[config.mk]
export PLATFORM = sky130hd
export DESIGN_NAME = z16_mem_arbiter
export DESIGN_NICKNAME = d
export VERILOG_FILES = /design/src/rtl/z16_pkg.sv /design/src/rtl/z16_rr_arb2.sv /design/src/rtl/z16_mem_arbiter.sv
export SDC_FILE = /design/constraint.sdc
export NUM_CORES = 1
export LEC_CHECK = 0
export ABC_AREA = 1
export CAP_MARGIN = 10
export CORE_MARGIN = 2
export CORE_UTILIZATION = 35
export CTS_BUF_LIST = sky130_fd_sc_hd__clkbuf_8
export DETAILED_ROUTE_END_ITERATION = 10
export PLACE_DENSITY = 0.79
export SLEW_MARGIN = 20
export SYNTH_ARGS = -nofsm -noshare
export SYNTH_HDL_FRONTEND = slang
export SYNTH_SLANG_ARGS = --single-unit
[constraint.sdc]
create_clock -name i_clk -period 1.7 [get_ports i_clk]
set_input_delay 0.255 -clock i_clk [delete_from_list [all_inputs] [get_ports i_clk]]
set_output_delay 0.255 -clock i_clk [all_outputs]
set_load 0.01 [all_outputs]
[src/rtl/z16_pkg.sv]
// Shared types and constants for the Z16 data-memory arbiter.
package z16_pkg;

    typedef enum logic [1:0] {
        IDLE,
        ISSUE,
        RESP
    } state_t;

    typedef enum logic {
        PORT_CPU,
        PORT_LDR
    } port_id_t;

    localparam logic [15:0] LED_ADDR_DEF = 16'h007A;

endpackage

[src/rtl/z16_rr_arb2.sv]
// Two-way round-robin picker; the last-winner state is held by the parent.
module z16_rr_arb2
    import z16_pkg::*;
(
    input  logic       i_req_cpu,
    input  logic       i_req_ldr,
    input  port_id_t   i_last,
    output logic [1:0] o_gnt
);

    logic cpu_win;
    logic ldr_win;

    // On a tie the port that did not win last time takes the grant.
    always_comb begin
        cpu_win = i_req_cpu & (~i_req_ldr | (i_last == PORT_LDR));
        ldr_win = i_req_ldr & (~i_req_cpu | (i_last == PORT_CPU));
        o_gnt   = {ldr_win, cpu_win};
    end

endmodule

[src/rtl/z16_mem_arbiter.sv]
// Shares the Z16 data memory between the CPU and loader ports and decodes the LED register.
module z16_mem_arbiter
    import z16_pkg::*;
#(
    parameter int unsigned             ADDR_W   = 16,
    parameter int unsigned             DATA_W   = 16,
    parameter logic [ADDR_W-1:0]       LED_ADDR = LED_ADDR_DEF
) (
    input  logic              i_clk,
    input  logic              i_rst,
    input  logic              i_cpu_req,
    input  logic              i_cpu_we,
    input  logic [ADDR_W-1:0] i_cpu_addr,
    input  logic [DATA_W-1:0] i_cpu_wdata,
    output logic              o_cpu_gnt,
    output logic              o_cpu_rvalid,
    output logic [DATA_W-1:0] o_cpu_rdata,
    input  logic              i_ldr_req,
    input  logic              i_ldr_we,
    input  logic [ADDR_W-1:0] i_ldr_addr,
    input  logic [DATA_W-1:0] i_ldr_wdata,
    output logic              o_ldr_gnt,
    output logic              o_ldr_rvalid,
    output logic [DATA_W-1:0] o_ldr_rdata,
    output logic [ADDR_W-1:0] o_mem_addr,
    output logic              o_mem_wen,
    output logic [DATA_W-1:0] o_mem_wdata,
    input  logic [DATA_W-1:0] i_mem_rdata,
    output logic [5:0]        o_led
);

    state_t            state;
    port_id_t          last_win;
    port_id_t          lat_port;
    logic              lat_we;
    logic [ADDR_W-1:0] lat_addr;
    logic [DATA_W-1:0] lat_wdata;
    logic [5:0]        led_q;
    logic [1:0]        arb_gnt;
    logic [1:0]        gnt;
    logic              lat_is_led;
    logic              resp_act;
    logic [DATA_W-1:0] rdata;

    z16_rr_arb2 u_arb (
        .i_req_cpu (i_cpu_req),
        .i_req_ldr (i_ldr_req),
        .i_last    (last_win),
        .o_gnt     (arb_gnt)
    );

    always_ff @(posedge i_clk) begin
        if (i_rst) begin
            state     <= IDLE;
            last_win  <= PORT_LDR;
            lat_port  <= PORT_CPU;
            lat_we    <= 1'b0;
            lat_addr  <= '0;
            lat_wdata <= '0;
            led_q     <= '0;
        end else begin
            case (state)
                IDLE: begin
                    if (|arb_gnt) begin
                        lat_port  <= arb_gnt[1] ? PORT_LDR : PORT_CPU;
                        last_win  <= arb_gnt[1] ? PORT_LDR : PORT_CPU;
                        lat_we    <= arb_gnt[1] ? i_ldr_we    : i_cpu_we;
                        lat_addr  <= arb_gnt[1] ? i_ldr_addr  : i_cpu_addr;
                        lat_wdata <= arb_gnt[1] ? i_ldr_wdata : i_cpu_wdata;
                        state     <= ISSUE;
                    end
                end
                ISSUE: begin
                    if (lat_we) begin
                        if (lat_is_led) led_q <= lat_wdata[5:0];
                        state <= IDLE;
                    end else begin
                        state <= RESP;
                    end
                end
                RESP:    state <= IDLE;
                default: state <= IDLE;
            endcase
        end
    end

    // Grants, write strobe and rvalid are gated by reset so nothing escapes in the reset cycle.
    always_comb begin
        lat_is_led = (lat_addr == LED_ADDR);
        gnt        = arb_gnt & {2{(state == IDLE) && !i_rst}};
        resp_act   = (state == RESP) && !i_rst;
        rdata      = lat_is_led ? {{(DATA_W-6){1'b0}}, led_q} : i_mem_rdata;

        o_cpu_gnt    = gnt[0];
        o_ldr_gnt    = gnt[1];
        o_cpu_rvalid = resp_act && (lat_port == PORT_CPU);
        o_ldr_rvalid = resp_act && (lat_port == PORT_LDR);
        o_cpu_rdata  = rdata;
        o_ldr_rdata  = rdata;
        o_mem_addr   = lat_addr;
        o_mem_wdata  = lat_wdata;
        o_mem_wen    = (state == ISSUE) && lat_we && !lat_is_led && !i_rst;
        o_led        = led_q;
    end

endmodule

Word-level counts from Yosys, hierarchy flattened

Index checks and enable logic that the tools add are counted.

Output and inout bits: 75
Bits in registers: 43
Input port bits: 86

Reductions and logical operators: 13
Multiplexer cells: 8
Bitwise operators: 9
Equal/unequal tests: 4

Operator list:

| operator            | number |
|---|---|
| $mux 16             | 3 |
| $eq 16x7->1 const B | 1 |
| $logic_and 1x1->1   | 7 |
| $mux 2              | 2 |
| $not 1->1           | 4 |
| $pmux 2 s2          | 1 |
| $reduce_and 3->1    | 1 |
| $and 1x1->1         | 2 |
| $and 2x2->2         | 1 |
| $eq 2x1->1 const B  | 1 |
| $eq 2x2->1 const B  | 1 |
| $logic_not 1->1     | 2 |
| $logic_not 2->1     | 1 |
| $mux 1              | 2 |
| $ne 2x2->1 const B  | 1 |
| $or 1x1->1          | 2 |
| $reduce_and 2->1    | 1 |
| $reduce_or 2->1     | 1 |

Depth between registers and ports, before layout

Gate-level depths: netlist (run 1).

Depth after elaboration: 6
Mapped depth: 9
Depth with buffers taken out: 8

Modules after synthesis

A second synthesis (run 1) with hierarchy kept.

Cell total of the unflattened synthesis: 291
Area, all modules: 2253.4 sq um

Modules (own cells, without submodules):

| module          | area an instance (sq um) | instances | cells each |
|---|---|---|---|
| z16_mem_arbiter | 2210.9                   | 1         | 285 |
| z16_rr_arb2     | 42.5                     | 1         | 6 |

Worst setup path after synthesis (run 1)

Ideal clock, no wire load.

Path type: register to output
Start: register lat_addr[1] (netlist: o_mem_addr[1])
End: output o_ldr_rdata[0]
Arrival time: 1.437 ns
Setup slack: 0.008 ns
Stages on the path, launching flop included: 9
Data required time: 1.445 ns
Cells stage by stage: dfxtp_1 > inv_1 > nor2_1 > nand2_1 > nor2_1 > nand2_1 > buf_2 > o21ai_0 > buf_4

Word-level cells in the longest chain between the ends: 2

RTL lines:

| element                | RTL line              | source |
|---|---|---|
| from (decl)            | z16_mem_arbiter.sv:36 | `logic [ADDR_W-1:0] lat_addr;` |
| from (signal assigned) | z16_mem_arbiter.sv:68 | `lat_addr <= arb_gnt[1] ? i_ldr_addr : i_cpu_addr;` |
| $eq 16x7->1            | z16_mem_arbiter.sv:89 | `lat_is_led = (lat_addr == LED_ADDR);` |
| $mux 16                | z16_mem_arbiter.sv:92 | `rdata = lat_is_led ? {{(DATA_W-6){1'b0}}, led_q} : i_mem_rdata;` |
| to (decl)              | z16_mem_arbiter.sv:24 | `output logic [DATA_W-1:0] o_ldr_rdata,` |

No other way between the ends.

Final worst setup path (run 1)

Start: register lat_addr[9] (netlist: o_mem_addr[9])
End: output o_ldr_rdata[11]

The elaborated chain is that of the path after synthesis.

==> results of run 1 <==
## area by class of cell
class | count | share of cell area
flip-flops and latches | 43 | 0.214
inverters | 29 | 0.0273
repair buffers | 199 | 0.443
well taps | 75 | 0.0230
clock inverters | 2 | 0.00859
clock buffers | 6 | 0.0202
multi-input cells | 214 | 0.264
## layer usage
metal,vias up,part of all wire
li1,1369,-
met1,1192,0.40
met2,108,0.51
met3,10,0.075
met4,0,0.012
met5,-,0
## through the flow
step / power, µW / cells / area (µm²) / hold WS, ps / utilization
floorplan: 1600 / 321 / 2210 / 324 / -
global placement: 2150 / 550 / 3880 / 460 / 0.645
detailed placement: 2170 / 550 / 3880 / 465 / 0.645
CTS: 2990 / 565 / 3990 / 478 / 0.662
global route: 3160 / 568 / 4080 / 498 / 0.677
finish: 2990 / 568 / 4080 / 473 / 0.677
## power by group through the flow
stage	Sequential, µW	Clock, µW	Combinational [µW]
after floorplan	1240	0	362
after global placement	1190	0	963
after detailed placement	1190	0	975
after CTS	1170	838	981
after global routing	1190	891	1080
final	1180	819	992
## placed cells by master (no fill, tap or decap), types with 2 or more instances in the layout
| cell | Yosys | layout |
|---|---|---|
| o21ai_2 | 0 | 3 |
| o21ai_0 | 31 | 25 |
| clkbuf_8 | 0 | 6 |
| o21ai_1 | 8 | 10 |
| dfxtp_1 | 43 | 32 |
| nand2_1 | 96 | 90 |
| inv_1 | 28 | 25 |
| nand3_1 | 2 | 2 |
| buf_12 | 0 | 2 |
| dfxtp_2 | 0 | 11 |
| nor2_1 | 36 | 27 |
| clkdlybuf4s15_2 | 0 | 2 |
| inv_2 | 1 | 3 |
| nor2_2 | 1 | 7 |
| buf_6 | 7 | 7 |
| nor2_4 | 1 | 4 |
| nand2_2 | 0 | 5 |
| dlygate4sd2_1 | 0 | 2 |
| buf_2 | 6 | 32 |
| buf_4 | 20 | 29 |
| a31oi_1 | 33 | 33 |
| clkdlybuf4s50_1 | 0 | 122 |
## worst max-delay path by stage
stage,start,end,cells past startpoint
2_1_floorplan,o_mem_addr[1]$_SDFFE_PP0P_,o_ldr_rdata[0],8
3_5_place_dp,o_mem_addr[1]$_SDFFE_PP0P_,o_cpu_rdata[0],7
5_1_grt,o_mem_addr[1]$_SDFFE_PP0P_,o_ldr_rdata[1],9
4_1_cts,o_mem_addr[1]$_SDFFE_PP0P_,o_cpu_rdata[0],10
6_report,o_mem_addr[9]$_SDFFE_PP0P_,o_ldr_rdata[11],10
3_3_place_gp,o_mem_addr[1]$_SDFFE_PP0P_,o_cpu_rdata[10],9
## registers in the layout (all words and copies together), names as in the netlist
register and count:
lat_port 1, lat_we 1, o_led 6, o_mem_wdata 16
state 2, last_win 1, o_mem_addr 16
## kinds of logic after synthesis
| kind of cell | after synthesis | synth area share |
|---|---|---|
| compound gates | 76 | 0.200 |
| buf+inv | 65 | 0.172 |
| flops | 43 | 0.390 |
| simple gates | 137 | 0.239 |
## repair_timing
item,in CTS,in global routing
setup endpoints to repair,37,67
pin swaps,7,5
endpoints found under the hold margin,0,0
gates cloned,1,1
gates resized for setup,174,22
setup buffers,6,2
## critical path, delay by kind of cell, from the launching register on
| family | cells | cell delay, ps |
|---|---|---|
| AND/OR/NAND/NOR | 5 | 420 |
| flip-flops | 1 | 340 |
| buffers and inverters | 5 | 540 |
==> key figures, run 1 <==
STA
  • Final Hold Vio Count: 0
  • Worst setup margin: -141 ps
  • Final setup violation count: 33
  • Max-slew violations: 0
  • Setup TNS: -2770 ps
  • Post-route clock period utilization: 1.08
  • Rel. slew slack: 0.707
  • Clk_skew: between 6 and 7 ps
  • Unrepaired setup endpoints after global routing: yes
  • F_max: roughly 0.54 GHz
  • Worst-Margin Slew: roughly 440 ps
  • Min cycle time layout: around 1800 ps

Pwr
  • P per Cell Area: between 700 and 800 mW/mm²
  • Int Power: 2150 µW
  • Switching pwr: around 840 µW
  • Logic gate share of total power: 0.332
  • Leakage: about 0.0018 µW
  • Share of total power in sequential cells: 0.394
  • Peak supply drop: between 500 and 600 µV
  • Clock power frac: 0.274
  • Sw frac: 0.280

Die
  • Die Y: between 80 and 90 µm
  • # IOs: roughly 160
  • Die area: 0.00696 mm²
  • Die Width: between 80 and 90 µm
  • Initial Util: 0.367
  • Core Rows: 28
  • Std-Cell Core Area: approximately 0.006 mm²

Critical path
  • FF-to-FF End: o_mem_wdata[5]$_SDFFE_PP0P_
  • Required @ worst endpoint: 1440 ps
  • Slowest cell on crit path: dfxtp_2
  • CP most frequent cell: nor2_4
  • CP max FO: 5
  • R2r setup slk: about 260 ps
  • FF-to-FF path depth: 7
  • Crit path capture type: primary output
  • Critical path class: reg -> out
  • Beginning of the worst register-to-register path: last_win$_SDFFE_PP1P_
  • CP startpoint kind: flip-flop
  • Cell Chain, Critical Path: nor2_4 -> nand2_2 -> nor2_4 -> buf_6 -> nand2_4 -> inv_4 -> buf_12 -> buf_4 -> nor2_2 -> buf_2
  • Critical Path AT: ~1600 ps
  • CP peak stage delay: ~340 ps

Worst hold path
  • Hold EP: state[1]$_SDFFE_PP0P_
  • Min-delay src: state[0]$_SDFFE_PP0P_
  • Hold path depth: 2
  • Worst min-delay path category: reg -> reg

Drt
  • DR pass1 iterations: 4
  • WL final: 7.46 mm
  • Via-to-Cell Ratio: between 4 and 5
  • Antenna-violating nets left: 0
  • Vias: between 2000 and 3000
  • DRC: 0
  • Wire per inst: ~13 µm
  • Initial DRC Count: about 130

Placement
  • DP Wirelength: between 5 and 6 mm
  • IO Port Bufs: 160
  • Pre-CTS setup slack: -381 ps
  • RD Place Congestion: around 0.78

Clocking
  • Longest Clk Path Bufs: 2
  • Clock transition at path regs: roughly 80 ps
  • H-tree depth: 2
  • CTS tree: done
  • CTS root buf: clkbuf_8
  • CTS Hold Bufs: 0
  • Total CTS buffers: 5
  • Num Clock Sinks: 43
  • Later-pin clock latency in the skew report: 290 ps

Run
  • Max Cap Viol: 0

Cells and area
  • Sequential cell area: around 870 µm²
  • Layout area overhead: 84.6%
  • Share of cells above drive strength 1: 0.243
  • Area of the multi-input gates: 0.00108 mm²
  • Nets: ~580
  • Fill count: approximately 530
  • Inserted Diodes: 0

Synthesis
  • Post-synthesis cell type count: 20
  • Flip-flop and latch count after synthesis: 43
  • Post-synth EDFFs: 0
  • Most numerous cell in the Yosys netlist: nand2_1
  • Syn Inst Count: between 300 and 400
  • Area contributors post-synth: dfxtp_1 39%, nand2_1 16%, a31oi_1 9.3%, o21ai_0 7.0%, buf_4 6.8%
  • Synth Net Count: roughly 410
  • Post-synth top cells: 96 x nand2_1, 43 x dfxtp_1, 36 x nor2_1
  • Fraction of registers with async set/reset: 0
  • Synth Area per Inst: about 7 µm²
  • Leading area contributor after synthesis: dfxtp_1
  • Synthesized area: 0.00221 mm²
  • Synth warn: 0
  • Ys flop type: dfxtp_1
  • Yosys top cell area share: 0.390
  • Sequential share of the synthesized area: 0.390

Global routing
  • Met3 usage in global routing: 0.0564
  • Grt total ovfl: 0
  • Grt peak-use layer: met2
  • Met2 Usage GRT: 0.387
  • Initial antenna violation count: 0
  • Total global-route track usage: 0.210
  • First-pass GRT wire length: about 12 mm
  • Vias in the first global route: about 2600
  • Largest net degree at the start of global routing: slightly below 70
  • Met1 Use GR: 0.239

Status
  • Outcome: finished, violations left
  • Failing checks: negative setup slack
No activity file was read; power rests on OpenSTA's default activity.
==> run 2, diff against run 1 <==
--- a/config.mk
+++ b/config.mk
@@ -11,7 +11,7 @@
 export CORE_UTILIZATION = 35
 export CTS_BUF_LIST = sky130_fd_sc_hd__clkbuf_8
 export DETAILED_ROUTE_END_ITERATION = 10
-export PLACE_DENSITY = 0.79
+export PLACE_DENSITY_LB_ADDON = 0.25
 export SLEW_MARGIN = 20
 export SYNTH_ARGS = -nofsm -noshare
 export SYNTH_HDL_FRONTEND = slang
==> key figures, run 2 (synthesized netlist as in run 1, its figures left out) <==
Clocking
  • Total CTS buffers: 5 (unchanged)
  • CTS tree: done
  • Clock transition at path regs: 80 ps (about the same)
  • Longest Clk Path Bufs: 2 (unchanged)
  • CTS Hold Bufs: 0 (unchanged)
  • Later-pin clock latency in the skew report: 290 ps (about the same)
  • Num Clock Sinks: 43 (unchanged)
  • H-tree depth: 2 (unchanged)
  • CTS root buf: clkbuf_8

Drt
  • DRC: 0 (unchanged)
  • WL final: 7.12 mm (-4.6%)
  • Antenna-violating nets left: 0 (unchanged)
  • Wire per inst: 12.8 µm (-2.9%)
  • Via-to-Cell Ratio: 4.70 (-0.45%)
  • DR pass1 iterations: 4 (unchanged)
  • Initial DRC Count: 103 (-18%)
  • Vias: 2620 (-2.2%)

STA
  • Final setup violation count: 33 (unchanged)
  • F_max: 0.558 GHz (+2.7%)
  • Post-route clock period utilization: 1.06 (-0.0282)
  • Final Hold Vio Count: 0 (unchanged)
  • WHS: 479 ps (+5.71 ps)
  • Clk_skew: 8.24 ps (+1.39 ps)
  • Min cycle time layout: 1790 ps (-47.9 ps)
  • Unrepaired setup endpoints after global routing: yes
  • Max-slew violations: 0 (unchanged)
  • Worst-Margin Slew: 444 ps (+5.70 ps)
  • Rel. slew slack: 0.703 (-0.00381)
  • Worst setup margin: -93.6 ps (+47.9 ps)

Die
  • Die Y: 83.5 µm (unchanged)
  • Die Width: 83.5 µm (unchanged)
  • Initial Util: 0.367 (unchanged)
  • Std-Cell Core Area: 0.00603 mm² (unchanged)
  • # IOs: 161 (unchanged)
  • Die area: 0.00696 mm² (unchanged)
  • Core Rows: 28 (unchanged)

Placement
  • Pre-CTS setup slack: -352 ps (+28.8 ps)
  • Dpl cells: 550 (unchanged)
  • IO Port Bufs: 160 (unchanged)
  • RD Place Congestion: 0.742 (-4.4%)
  • DP Wirelength: 5.29 mm (-3.1%)

Pwr
  • Leakage: 0.00174 µW (-5.9%)
  • P per Cell Area: 705 mW/mm² (-3.8%)
  • Total Power: 2720 µW (-9.0%)
  • Peak supply drop: 430 µV (-18%)

Cells and area
  • Layout area overhead: 74.6%
  • Fill count: 560 (+5.3%)
  • Sequential cell area: 870 µm² (-0.57%)
  • Inserted Diodes: 0 (unchanged)
  • Share of cells above drive strength 1: 0.215 (-0.0281)
  • Nets: 570 (-1.4%)
  • Area of the multi-input gates: 0.00103 mm² (-4.0%)
  • Post-Layout Cell Count: 558 (-1.8%)
  • Most frequent cells in the layout: 123 x clkdlybuf4s50_1, 89 x nand2_1, 36 x dfxtp_1
  • Final core occ: 0.640 (-0.0368)
  • Most common cell after layout, fill and taps aside: clkdlybuf4s50_1

Status
  • Outcome: finished, violations left
  • Failing checks: negative setup slack

Critical path
  • Required @ worst endpoint: 1440 ps (about the same)
  • CP max FO: 6 (+1)
  • Critical Path AT: 1540 ps (-50 ps)
  • Cell Chain, Critical Path: nand2_1 -> inv_1 -> nand2_2 -> nor2_4 -> nand2_2 -> buf_6 -> buf_6 -> nand2_4 -> o21ai_2 -> buf_2
  • Critical path class: reg -> out
  • Crit path capture type: primary output
  • CP peak stage delay: 340 ps (about the same)
  • Slowest cell on crit path: dfxtp_2
  • CP startpoint kind: flip-flop

Global routing
  • Largest net degree at the start of global routing: 69 (unchanged)
  • Grt total ovfl: 0 (unchanged)
  • First-pass GRT wire length: 11.2 mm (-7.3%)
  • Total global-route track usage: 0.195 (-0.0146)
  • Initial antenna violation count: 0 (unchanged)
  • Vias in the first global route: 2482 (-4.5%)

Run
  • Max Cap Viol: 0 (unchanged)

Worst hold path
  • Worst min-delay path category: reg -> reg
-- run 2: changes by cell type in the layout (fill, tap and decap cells not counted), moves of 3 or more --
cell | previous run | this run
buf_6 | 7 | 4
dfxtp_1 | 32 | 36
dfxtp_2 | 11 | 7
nor2_1 | 27 | 30
-- run 2: final cells by class --
class / count / area share
clock inverter: 1 / 0.000973
timing repair buffer: 192 / 0.435
tap: 75 / 0.0243
inverter: 29 / 0.0289
clock buffer: 5 / 0.0178
multi-input combinational: 213 / 0.268
sequential: 43 / 0.225
-- run 2: metrics by stage --
step	cell area, µm²	setup TNS (ps)
6_report	3860	-1570
3_5_place_dp	3870	-15790
3_3_place_gp	3870	-13890
5_1_grt	3860	-5070
2_1_floorplan	2210	0
4_1_cts	3800	-2850
-- run 2: path summary, 6_finish.rpt --
kind | start | to | slack [ps] | cells after the start
worst min register to register | state[0]$_SDFFE_PP0P_ | state[1]$_SDFFE_PP0P_ | 480 | 2
worst min-delay path | state[0]$_SDFFE_PP0P_ | state[1]$_SDFFE_PP0P_ | 480 | 2
worst max register to register | last_win$_SDFFE_PP1P_ | o_mem_wdata[5]$_SDFFE_PP0P_ | 220 | 7
worst max-delay path | o_mem_addr[6]$_SDFFE_PP0P_ | o_cpu_rdata[1] | -90 | 10
-- run 2: power breakdown --
part	leakage, µW	total, µW	switching [µW]	internal [µW]
logic	0.00134	946	410	536
clock network	0.0000413	597	329	268
registers	0.000358	1180	61.7	1120
total	0.00174	2720	800	1920
-- run 2: worst max-delay path, delay by kind of cell (launching register included) --
kind / cells / cell delay, ps
and+or+nand+nor: 5 / 380
buffers and inverters: 4 / 470
DFF: 1 / 340
AOI/OAI and AO/OA: 1 / 60
-- run 2: metal layers --
layer  vias to the layer above  global-route usage  routed length (µm)
li1                       1351                   -                   -
met2                       114               0.356                3500
met1                      1139               0.205                2770
met3                        16              0.0722                 622
met5                         -                   0                   0
met4                         0              0.0704                 224
-- run 2: repair_timing --
item,in CTS,in global routing
resized for setup,162,21
hold endpoints to repair,0,0
buffers inserted,0,2
pin swaps,3,8
setup endpoints to repair,37,59
gates cloned,1,0
